### src/rtl/stdp_pkg.sv
// Shared STDP constants: probability width, LFSR taps and seed, and the
// probability edge-case encodings also used by the edge selector.
package stdp_pkg;

  localparam int PROB_W = 7;

  typedef logic [PROB_W-1:0] prob_t;

  // Taps for x^7 + x^6 + 1: feedback is q[6] ^ q[5].
  localparam prob_t LFSR_POLY     = 7'h60;
  localparam prob_t LFSR_SEED_DEF = 7'h5A;

  localparam prob_t PROB_NEVER  = 7'd0;
  localparam prob_t PROB_ALWAYS = 7'd127;

  function automatic prob_t lfsr_next(input prob_t q);
    return {q[PROB_W-2:0], ^(q & LFSR_POLY)};
  endfunction

endpackage

### src/rtl/stdp_lfsr7.sv
// Free-running 7-bit Fibonacci LFSR (period 127), advances every cycle.
// Latency: q is the registered state; no backpressure, never stalls.
module stdp_lfsr7
  import stdp_pkg::*;
#(
  parameter prob_t SEED = LFSR_SEED_DEF
) (
  input  logic  clk,
  input  logic  rst_n,
  output prob_t q
);

  // An all-zero state would lock up the register, so a zero seed becomes 1.
  localparam prob_t SEED_SAFE = (SEED == PROB_NEVER) ? 7'h01 : SEED;

  prob_t lfsr_q;
  prob_t lfsr_d;

  always_comb begin
    lfsr_d = lfsr_next(lfsr_q);
  end

  always_ff @(posedge clk or negedge rst_n) begin
    if (!rst_n) begin
      lfsr_q <= SEED_SAFE;
    end else begin
      lfsr_q <= lfsr_d;
    end
  end

  assign q = lfsr_q;

endmodule

### src/rtl/stdp_weight_update.sv
// Stochastic STDP update: accept -> upd_valid in 2 cycles, 1 req/cycle, in_ready = learn_en only.
// Optional STDP_STAT_CNT_EN adds saturating potentiation/depression counters with stat_clr.
module stdp_weight_update
  import stdp_pkg::*;
#(
  parameter int    NUM_SYN   = 64,
  parameter int    ADDR_W    = $clog2(NUM_SYN),
  parameter int    WEIGHT_W  = 3,
  parameter int    INIT_W    = 0,
  parameter prob_t LFSR_SEED = LFSR_SEED_DEF
) (
  input  logic                clk,
  input  logic                rst_n,
  input  logic                learn_en,
  input  logic                in_valid,
  output logic                in_ready,
  input  logic [ADDR_W-1:0]   in_addr,
  input  prob_t               in_prob,
  input  logic                in_inc,
  input  logic                host_wr_en,
  input  logic [ADDR_W-1:0]   host_addr,
  input  logic [WEIGHT_W-1:0] host_wdata,
  output logic [WEIGHT_W-1:0] host_rdata,
`ifdef STDP_STAT_CNT_EN
  input  logic                stat_clr,
  output logic [15:0]         pot_cnt,
  output logic [15:0]         dep_cnt,
`endif
  output logic                upd_valid,
  output logic [ADDR_W-1:0]   upd_addr,
  output logic [WEIGHT_W-1:0] upd_weight,
  output logic                upd_changed
);

  typedef logic [WEIGHT_W-1:0] weight_t;

  localparam weight_t WMAX  = '1;
  localparam weight_t W_RST = weight_t'(INIT_W);

  prob_t lfsr;

  stdp_lfsr7 #(.SEED(LFSR_SEED)) u_lfsr (
    .clk   (clk),
    .rst_n (rst_n),
    .q     (lfsr)
  );

  logic              accept;
  logic              a_vld_q, a_vld_d;
  logic [ADDR_W-1:0] a_addr_q, a_addr_d;
  logic              a_inc_q, a_inc_d;
  logic              a_fire_q, a_fire_d;

  weight_t weight_q [NUM_SYN];
  weight_t weight_d [NUM_SYN];

  weight_t b_cur;
  weight_t b_new;
  logic    b_host_hit;

  logic              upd_valid_q, upd_valid_d;
  logic [ADDR_W-1:0] upd_addr_q, upd_addr_d;
  weight_t           upd_weight_q, upd_weight_d;
  logic              upd_changed_q, upd_changed_d;

  assign in_ready = learn_en;
  assign accept   = in_valid & learn_en;

  // Stage A: the hit decision is taken against this cycle's LFSR sample.
  always_comb begin
    a_vld_d  = accept;
    a_addr_d = a_addr_q;
    a_inc_d  = a_inc_q;
    a_fire_d = a_fire_q;
    if (accept) begin
      a_addr_d = in_addr;
      a_inc_d  = in_inc;
      a_fire_d = (in_prob == PROB_ALWAYS) ||
                 ((in_prob != PROB_NEVER) && (lfsr <= in_prob));
    end
  end

  // Stage B: read-modify-write; a back-to-back request sees the value written at this edge.
  always_comb begin
    b_cur = weight_q[a_addr_q];
    b_new = b_cur;
    if (a_fire_q && a_inc_q && (b_cur != WMAX)) begin
      b_new = b_cur + weight_t'(1);
    end else if (a_fire_q && !a_inc_q && (b_cur != '0)) begin
      b_new = b_cur - weight_t'(1);
    end
    b_host_hit = host_wr_en && (host_addr == a_addr_q);
  end

  // Host write is applied last so it overrides a learning write to the same entry.
  always_comb begin
    weight_d = weight_q;
    if (a_vld_q) begin
      weight_d[a_addr_q] = b_new;
    end
    if (host_wr_en) begin
      weight_d[host_addr] = host_wdata;
    end
  end

  always_comb begin
    upd_valid_d   = a_vld_q;
    upd_addr_d    = upd_addr_q;
    upd_weight_d  = upd_weight_q;
    upd_changed_d = upd_changed_q;
    if (a_vld_q) begin
      upd_addr_d = a_addr_q;
      if (b_host_hit) begin
        upd_weight_d  = host_wdata;
        upd_changed_d = 1'b0;
      end else begin
        upd_weight_d  = b_new;
        upd_changed_d = (b_new != b_cur);
      end
    end
  end

  always_ff @(posedge clk or negedge rst_n) begin
    if (!rst_n) begin
      a_vld_q       <= 1'b0;
      a_addr_q      <= '0;
      a_inc_q       <= 1'b0;
      a_fire_q      <= 1'b0;
      upd_valid_q   <= 1'b0;
      upd_addr_q    <= '0;
      upd_weight_q  <= '0;
      upd_changed_q <= 1'b0;
      for (int i = 0; i < NUM_SYN; i++) begin
        weight_q[i] <= W_RST;
      end
    end else begin
      a_vld_q       <= a_vld_d;
      a_addr_q      <= a_addr_d;
      a_inc_q       <= a_inc_d;
      a_fire_q      <= a_fire_d;
      upd_valid_q   <= upd_valid_d;
      upd_addr_q    <= upd_addr_d;
      upd_weight_q  <= upd_weight_d;
      upd_changed_q <= upd_changed_d;
      weight_q      <= weight_d;
    end
  end

  assign host_rdata  = weight_q[host_addr];
  assign upd_valid   = upd_valid_q;
  assign upd_addr    = upd_addr_q;
  assign upd_weight  = upd_weight_q;
  assign upd_changed = upd_changed_q;

`ifdef STDP_STAT_CNT_EN
  logic [15:0] pot_cnt_q, pot_cnt_d;
  logic [15:0] dep_cnt_q, dep_cnt_d;

  // Only stage-B results that really moved the weight are counted.
  always_comb begin
    pot_cnt_d = pot_cnt_q;
    dep_cnt_d = dep_cnt_q;
    if (stat_clr) begin
      pot_cnt_d = '0;
      dep_cnt_d = '0;
    end else if (a_vld_q && upd_changed_d) begin
      if (a_inc_q && (pot_cnt_q != 16'hFFFF)) begin
        pot_cnt_d = pot_cnt_q + 16'd1;
      end else if (!a_inc_q && (dep_cnt_q != 16'hFFFF)) begin
        dep_cnt_d = dep_cnt_q + 16'd1;
      end
    end
  end

  always_ff @(posedge clk or negedge rst_n) begin
    if (!rst_n) begin
      pot_cnt_q <= '0;
      dep_cnt_q <= '0;
    end else begin
      pot_cnt_q <= pot_cnt_d;
      dep_cnt_q <= dep_cnt_d;
    end
  end

  assign pot_cnt = pot_cnt_q;
  assign dep_cnt = dep_cnt_q;
`endif

endmodule

### config.mk
export PLATFORM = sky130hd
export DESIGN_NAME = stdp_weight_update
export DESIGN_NICKNAME = d
export VERILOG_FILES = /design/src/rtl/stdp_pkg.sv /design/src/rtl/stdp_lfsr7.sv /design/src/rtl/stdp_weight_update.sv
export SDC_FILE = /design/constraint.sdc
export NUM_CORES = 1
export LEC_CHECK = 0
export CAP_MARGIN = 20
export CORE_UTILIZATION = 30
export CTS_BUF_LIST = sky130_fd_sc_hd__clkbuf_4 sky130_fd_sc_hd__clkbuf_8
export CTS_CLUSTER_DIAMETER = 80
export DETAILED_ROUTE_END_ITERATION = 8
export REMOVE_ABC_BUFFERS = 1
export SLEW_MARGIN = 20
export SYNTH_ARGS = -nofsm -noshare
export SYNTH_HDL_FRONTEND = slang
export SYNTH_HIERARCHICAL = 1
export SYNTH_SLANG_ARGS = --single-unit
### constraint.sdc
create_clock -name clk -period 3.8 [get_ports clk]
set_clock_uncertainty 0.1 [all_clocks]
set_input_delay 0.38 -clock clk [delete_from_list [all_inputs] [get_ports clk]]
set_output_delay 0.38 -clock clk [all_outputs]
set_load 0.01 [all_outputs]
==> impl_metrics.json, run 1 <==
{
  "core_area_sq_um": 50100,
  "status": "finished with violations",
  "grt_usage": 0.291,
  "clk_pin_slew_worst_paths_ps": 60,
  "antenna_left": 0,
  "pwr-share-comb": 0.459,
  "ios": 43,
  "grt_pass1_vias": 15800,
  "wl_per_cell_microns": 28.3,
  "path_buf_inv": 4,
  "synth_edf_count": 0,
  "drive_gt1_frac": 0.262,
  "die_h_microns": 227,
  "ys_seq_area_frac": 0.361,
  "drt_first_iter_violations": 2375,
  "critPathTopFamily": "multiplexers",
  "violations": "negative setup slack",
  "crit_type": "flop to flop",
  "syn_to_final_growth_pct": 30.9,
  "seq_area_sq_um": 5490,
  "port-buffer-count": 42,
  "clk_latency_ps": 650,
  "routed_wl_microns": 77300,
  "drv_slew": 0,
  "crit_arrival_ps": 4390,
  "fp.dieW_microns": 227,
  "clkPwrFrac": 0.225,
  "grt_max_degree": 109,
  "synth_top_cell_area_share": 0.354,
  "stdcell_count": 2734,
  "clk_path_buf_depth": 3,
  "die_area_sq_um": 51600,
  "slew_headroom": 0.201,
  "crit_required_ps": 4210,
  "finalWorstPathRequiredPeriod_ps": 3980,
  "ys_types": 66,
  "yosys.cell_count.top_type": "nor2_1",
  "synth.area.top_cells": "dfrtp_1 (35%), nor2_1 (6.6%), mux4_2 (6.2%), nand2_1 (6.0%), o21ai_0 (5.0%)",
  "cts_sinks": 219,
  "powerDensity_nw_per_um2": 653,
  "netlist_area_sq_um": 15200,
  "leakage_uw": 0.00816,
  "slowest_delay_ps": 520,
  "globalRouteOverflowTotal": 0,
  "cp_cell_sequence": "buf_12, buf_6, mux4_2, mux2i_2, o22ai_1, or4_4, nor2_4, ha_2, ha_4, nor2_1, o21a_4, nor3_4, buf_6, buf_12, o41ai_2, mux2_4",
  "syn_avg_cell_area_sq_um": 8.32,
  "numCtsBuffers": 44,
  "hpwl_microns": 52900,
  "worst_pin_slew_ps": 1190,
  "rsz0062_at_grt": "yes",
  "worst_slack_ps": -178,
  "drc": 0,
  "drtPass1Iterations": 6,
  "netlist_top_cells_count": "nor2_1 (268), nand2_1 (243), dfrtp_1 (215)",
  "viasPerCell": 6.26,
  "cts_tree": "built",
  "start_util": 0.304,
  "crit_slowest_cell": "mux4_2",
  "ir_worst_vdd_mv": 0.380,
  "async_flop_share": 1.00,
  "end_kind": "flop",
  "antenna_found_initial": 2,
  "vias": 17100,
  "fp-row-count": 82,
  "htreeDepth": 2,
  "ys_warn_count": 6,
  "fill_cells": 5137,
  "synth_top_area_cell": "dfrtp_1",
  "power.switching_uw": 5320,
  "root_buffer": "clkbuf_8",
  "cp-start-kind": "flop",
  "period_share": 1.05,
  "place.gp.congestion": 1.04,
  "yosys_register_bits": 219,
  "synth_cells": 1829,
  "synth_ff_type": "dfrtp_1",
  "setup_viol": 188,
  "seq_power_share": 0.317,
  "pre_cts_ws_ps": -252,
  "final_hold_viol_count": 0,
  "fmax_mhz": 251,
  "hold_path.class": "input port to asynchronous set/reset pin",
  "crit_fanout": 6,
  "internal_power_uw": 7680,
  "grt_first_pass_wirelength_microns": 109000,
  "p_sw_frac": 0.410,
  "place_inst": 2607,
  "max_cap_violations": 0,
  "layout.nets": 2064,
  "multiInputGateArea_sq_um": 9520
}
==> through the flow <==
stage	hold slack [ps]	util	TNS [ps]	total power (uW)	instance area, sq um
after global routing	94.3	0.398	-28790	13400	19900
after global placement	143	0.354	-25640	8940	17700
after floorplan	-15.6	-	-566410	6210	14500
after detailed placement	144	0.354	-36710	9000	17700
after CTS	68.6	0.380	-206	12200	19000
final	76.7	0.398	-13530	13000	19900
==> final cells by class <==
class	instances	share of cell area
clock inverter	10	0.00698
inverter	20	0.00415
tap	672	0.0422
antenna	1	0.000126
timing repair buffer	297	0.147
clock buffer	72	0.0454
multi-input combinational	1443	0.478
sequential	219	0.276
==> worst reg2reg max path, stage by stage (launching register included) <==
cell and delay, ps:
dfrtp_2 430, buf_12 170, buf_6 110, mux4_2 520, mux2i_2 240, o22ai_1 120
or4_4 480, nor2_4 120, ha_2 200, ha_4 130, nor2_1 60, o21a_4 260
nor3_4 220, buf_6 190, buf_12 150, o41ai_2 80, mux2_4 280
==> worst paths after layout <==
check,startpoint,to,slack (ps),cells after the start
max,a_addr_q[0]$_DFFE_PN0P_,weight_q[18]$_DFF_PN0_,-180,16
min,rst_n,weight_q[185]$_DFF_PN0_,80,2
max reg2reg,a_addr_q[0]$_DFFE_PN0P_,weight_q[18]$_DFF_PN0_,-180,16
min reg2reg,u_lfsr/q[3]$_DFF_PN1_,u_lfsr/q[4]$_DFF_PN1_,270,0
max in group asynchronous,rst_n,weight_q[13]$_DFF_PN0_,2540,3
min in group clk,in_addr[0],a_addr_q[0]$_DFFE_PN0P_,200,3
==> cell families after synthesis <==
| logic type | Yosys count | synth area share |
|---|---|---|
| muxes | 121 | 0.117 |
| and+or+nand+nor | 762 | 0.230 |
| xor gates and xnor gates | 7 | 0.00403 |
| DFF | 219 | 0.361 |
| adders and majority gates | 11 | 0.00905 |
| buffers and inverters | 167 | 0.0506 |
| AOI/OAI and AO/OA | 542 | 0.229 |
==> layout by cell type (no fill, tap or decap), types with 58 or more instances in the layout <==
cell type,n
clkbuf_8,58
o22ai_1,59
nand2_1,241
buf_4,195
a21oi_1,83
and3_1,82
o21ai_0,107
dfrtp_1,212
nor2_1,263
o31a_1,60
==> repair_timing <==
item                                    CTS  global route
cloned                                    2             8
endpoints found under the setup margin  195           196
hold buffers                              1             0
endpoints found under the hold margin   215             0
gates resized for setup                  28           161
pin swaps                                 3            60
setup buffers                            14            19
==> sequential cells by signal (all words and copies together), names as in the netlist <==
register,count
u_lfsr/q,7
a_fire_q,1
upd_addr,6
a_inc_q,1
a_addr_q,6
a_vld_q,1
upd_changed,1
upd_valid,1
upd_weight,3
weight_q,192
==> power groups by stage <==
stage | clock, uW | combinational (uW) | sequential, uW
3_5_place_dp | 0 | 4960 | 4040
2_1_floorplan | 0 | 2540 | 3670
5_1_grt | 3050 | 6250 | 4150
6_report | 2920 | 5970 | 4120
4_1_cts | 2960 | 5240 | 4030
3_3_place_gp | 0 | 4890 | 4050
==> layer usage <==
layer  vias to the layer above  share of wire  GRT usage
met4                         2          0.079      0.195
met5                         -        0.00021          0
met3                       331           0.13     0.0769
met1                      8360           0.39      0.389
met2                      1267           0.41      0.409
li1                       7164              -          -
Power figures use the tool's default switching activity.
==> run 2, diff against run 1 <==
Settings changed: MAX_ROUTING_LAYER from default to met4.
==> impl_metrics.json, run 2 (synthesized netlist as in run 1, its figures left out) <==
{
  "grt_util_met2": 0.433,
  "routed_wl_microns": 80400,
  "seq_area_sq_um": 5490,
  "place.gp.congestion": 1.08,
  "viasPerCell": 6.31,
  "cp-start-kind": "flop",
  "htreeDepth": 2,
  "antenna_left": 0,
  "top_register": "weight_q",
  "grt_usage": 0.309,
  "root_buffer": "clkbuf_8",
  "power.total_uw": 13800,
  "port-buffer-count": 42,
  "grt_max_degree": 107,
  "slew_headroom": 0.289,
  "fp-row-count": 82,
  "worst_slack_ps": -308,
  "die_area_sq_um": 51600,
  "core_area_sq_um": 50100,
  "crit_type": "flop to flop",
  "hpwl_microns": 54400,
  "grtUsageMet3": 0.0851,
  "ios": 43,
  "powerDensity_nw_per_um2": 674,
  "ir_worst_vdd_mv": 0.335,
  "multiInputGateArea_sq_um": 9630,
  "leakage_uw": 0.00853,
  "end_kind": "flop",
  "period_share": 1.08,
  "place_inst": 2671,
  "status": "finished with violations",
  "final_hold_viol_count": 0,
  "worst_pin_slew_ps": 1060,
  "syn_to_final_growth_pct": 35.0,
  "setup_viol": 195,
  "grtUsageMet1": 0.390,
  "cts_tree": "built",
  "hold_ws_ps": 202,
  "crit_fanout": 8,
  "grt_first_pass_wirelength_microns": 112000,
  "fp.dieW_microns": 227,
  "stdcell_count": 2792,
  "crit_arrival_ps": 4580,
  "clk_path_buf_depth": 3,
  "grt_pass1_vias": 16500,
  "clk_pin_slew_worst_paths_ps": 60,
  "drc": 0,
  "wl_per_cell_microns": 28.8,
  "max_cap_violations": 0,
  "drtPass1Iterations": 6,
  "hold_path.class": "input port to flop",
  "crit_required_ps": 4270,
  "layout_commonest_cell": "nor2_1",
  "final_cell_mix": "nor2_1 (261), buf_4 (251), nand2_1 (240)",
  "rsz0062_at_grt": "yes",
  "drive_gt1_frac": 0.288,
  "antenna_found_initial": 1,
  "die_h_microns": 227,
  "globalRouteOverflowTotal": 0,
  "violations": "negative setup slack",
  "fill_cells": 5022,
  "clk_latency_ps": 660,
  "vias": 17600,
  "start_util": 0.304,
  "drv_slew": 0,
  "fmax_mhz": 243,
  "cts_sinks": 219,
  "layout.nets": 2126,
  "drt_first_iter_violations": 2807,
  "numCtsBuffers": 42,
  "busiest_layer": "met2",
  "largest_register_ffs": 192,
  "finalWorstPathRequiredPeriod_ps": 4110
}
[run 2: cell count changes in the layout (fill, tap and decap cells not counted), moves of 6 or more]
cell	before	now
a21oi_1	83	72
a21oi_2	26	36
and3_1	82	89
and3_4	17	10
buf_4	195	251
o21ai_0	107	92
o21ai_1	41	47
o21ai_2	5	14
o22ai_1	59	68
o22ai_2	16	7
or3_1	54	47
or3_4	3	10
[run 2: final timing paths]
| path | startpoint | end | slack, ps | depth (start not counted) |
|---|---|---|---|---|
| max | a_addr_q[1]$_DFFE_PN0P_ | weight_q[102]$_DFF_PN0_ | -310 | 18 |
| min | in_addr[2] | a_addr_q[2]$_DFFE_PN0P_ | 200 | 3 |
| max reg2reg | a_addr_q[1]$_DFFE_PN0P_ | weight_q[102]$_DFF_PN0_ | -310 | 18 |
| min reg2reg | u_lfsr/q[3]$_DFF_PN1_ | u_lfsr/q[4]$_DFF_PN1_ | 260 | 0 |
| max in group asynchronous | rst_n | weight_q[149]$_DFF_PN0_ | 2250 | 3 |
| min in group asynchronous | rst_n | weight_q[57]$_DFF_PN0_ | 300 | 2 |
[run 2: worst max-delay path, cell delays in order (launching register included)]
cell and delay [ps]:
dfrtp_4 540, buf_6 140, mux4_2 490, nand2_2 110, a21oi_4 80, or4_4 570
nor3_4 210, buf_6 140, inv_2 40, ha_4 150, ha_4 170, nor2b_4 130
o21a_1 210, buf_6 130, nor3_4 40, buf_6 150, clkbuf_16 180, o31a_1 270
a21oi_1 170
[run 2: stage by stage]
stage	cell area, sq um	setup slack (ps)	util	setup TNS (ps)
6_report	20500	-308	0.410	-43710
5_1_grt	20500	-333	0.410	-53760
4_1_cts	19700	-196	0.394	-26070
3_5_place_dp	18200	-752	0.363	-87830
3_3_place_gp	18200	-732	0.363	-87300
2_1_floorplan	14500	-4590	-	-566410
[run 2: power breakdown]
part           internal, uW  total, uW  switching (uW)
Sequential             3150       4040             890
Combinational          3440       7120            3670
Clock                  1510       2690            1180
[run 2: area by class of cell]
cell class	count	area share
clock inverters	11	0.00548
inverters	20	0.00384
repair buffers	361	0.173
diodes	2	0.000244
flip-flops and latches	219	0.267
multi-input cells	1443	0.469
clock buffers	64	0.0398
well taps	672	0.0409
[run 2: routing by layer]
metal / routed length, microns / part of all wire / vias up
met3: 10100 / 0.13 / 423
met4: 6640 / 0.083 / 0
met2: 33100 / 0.41 / 1369
li1: - / - / 7276
met5: 0 / 0 / -
met1: 30600 / 0.38 / 8556
[run 2: what timing repair did]
| item | CTS | global route |
|---|---|---|
| endpoints found under the hold margin | 97 | 0 |
| gates resized for setup | 119 | 122 |
| hold buffers | 1 | 0 |
| setup buffers | 18 | 14 |
| pin swaps | 72 | 135 |
| cloned | 7 | 11 |
| endpoints found under the setup margin | 197 | 197 |
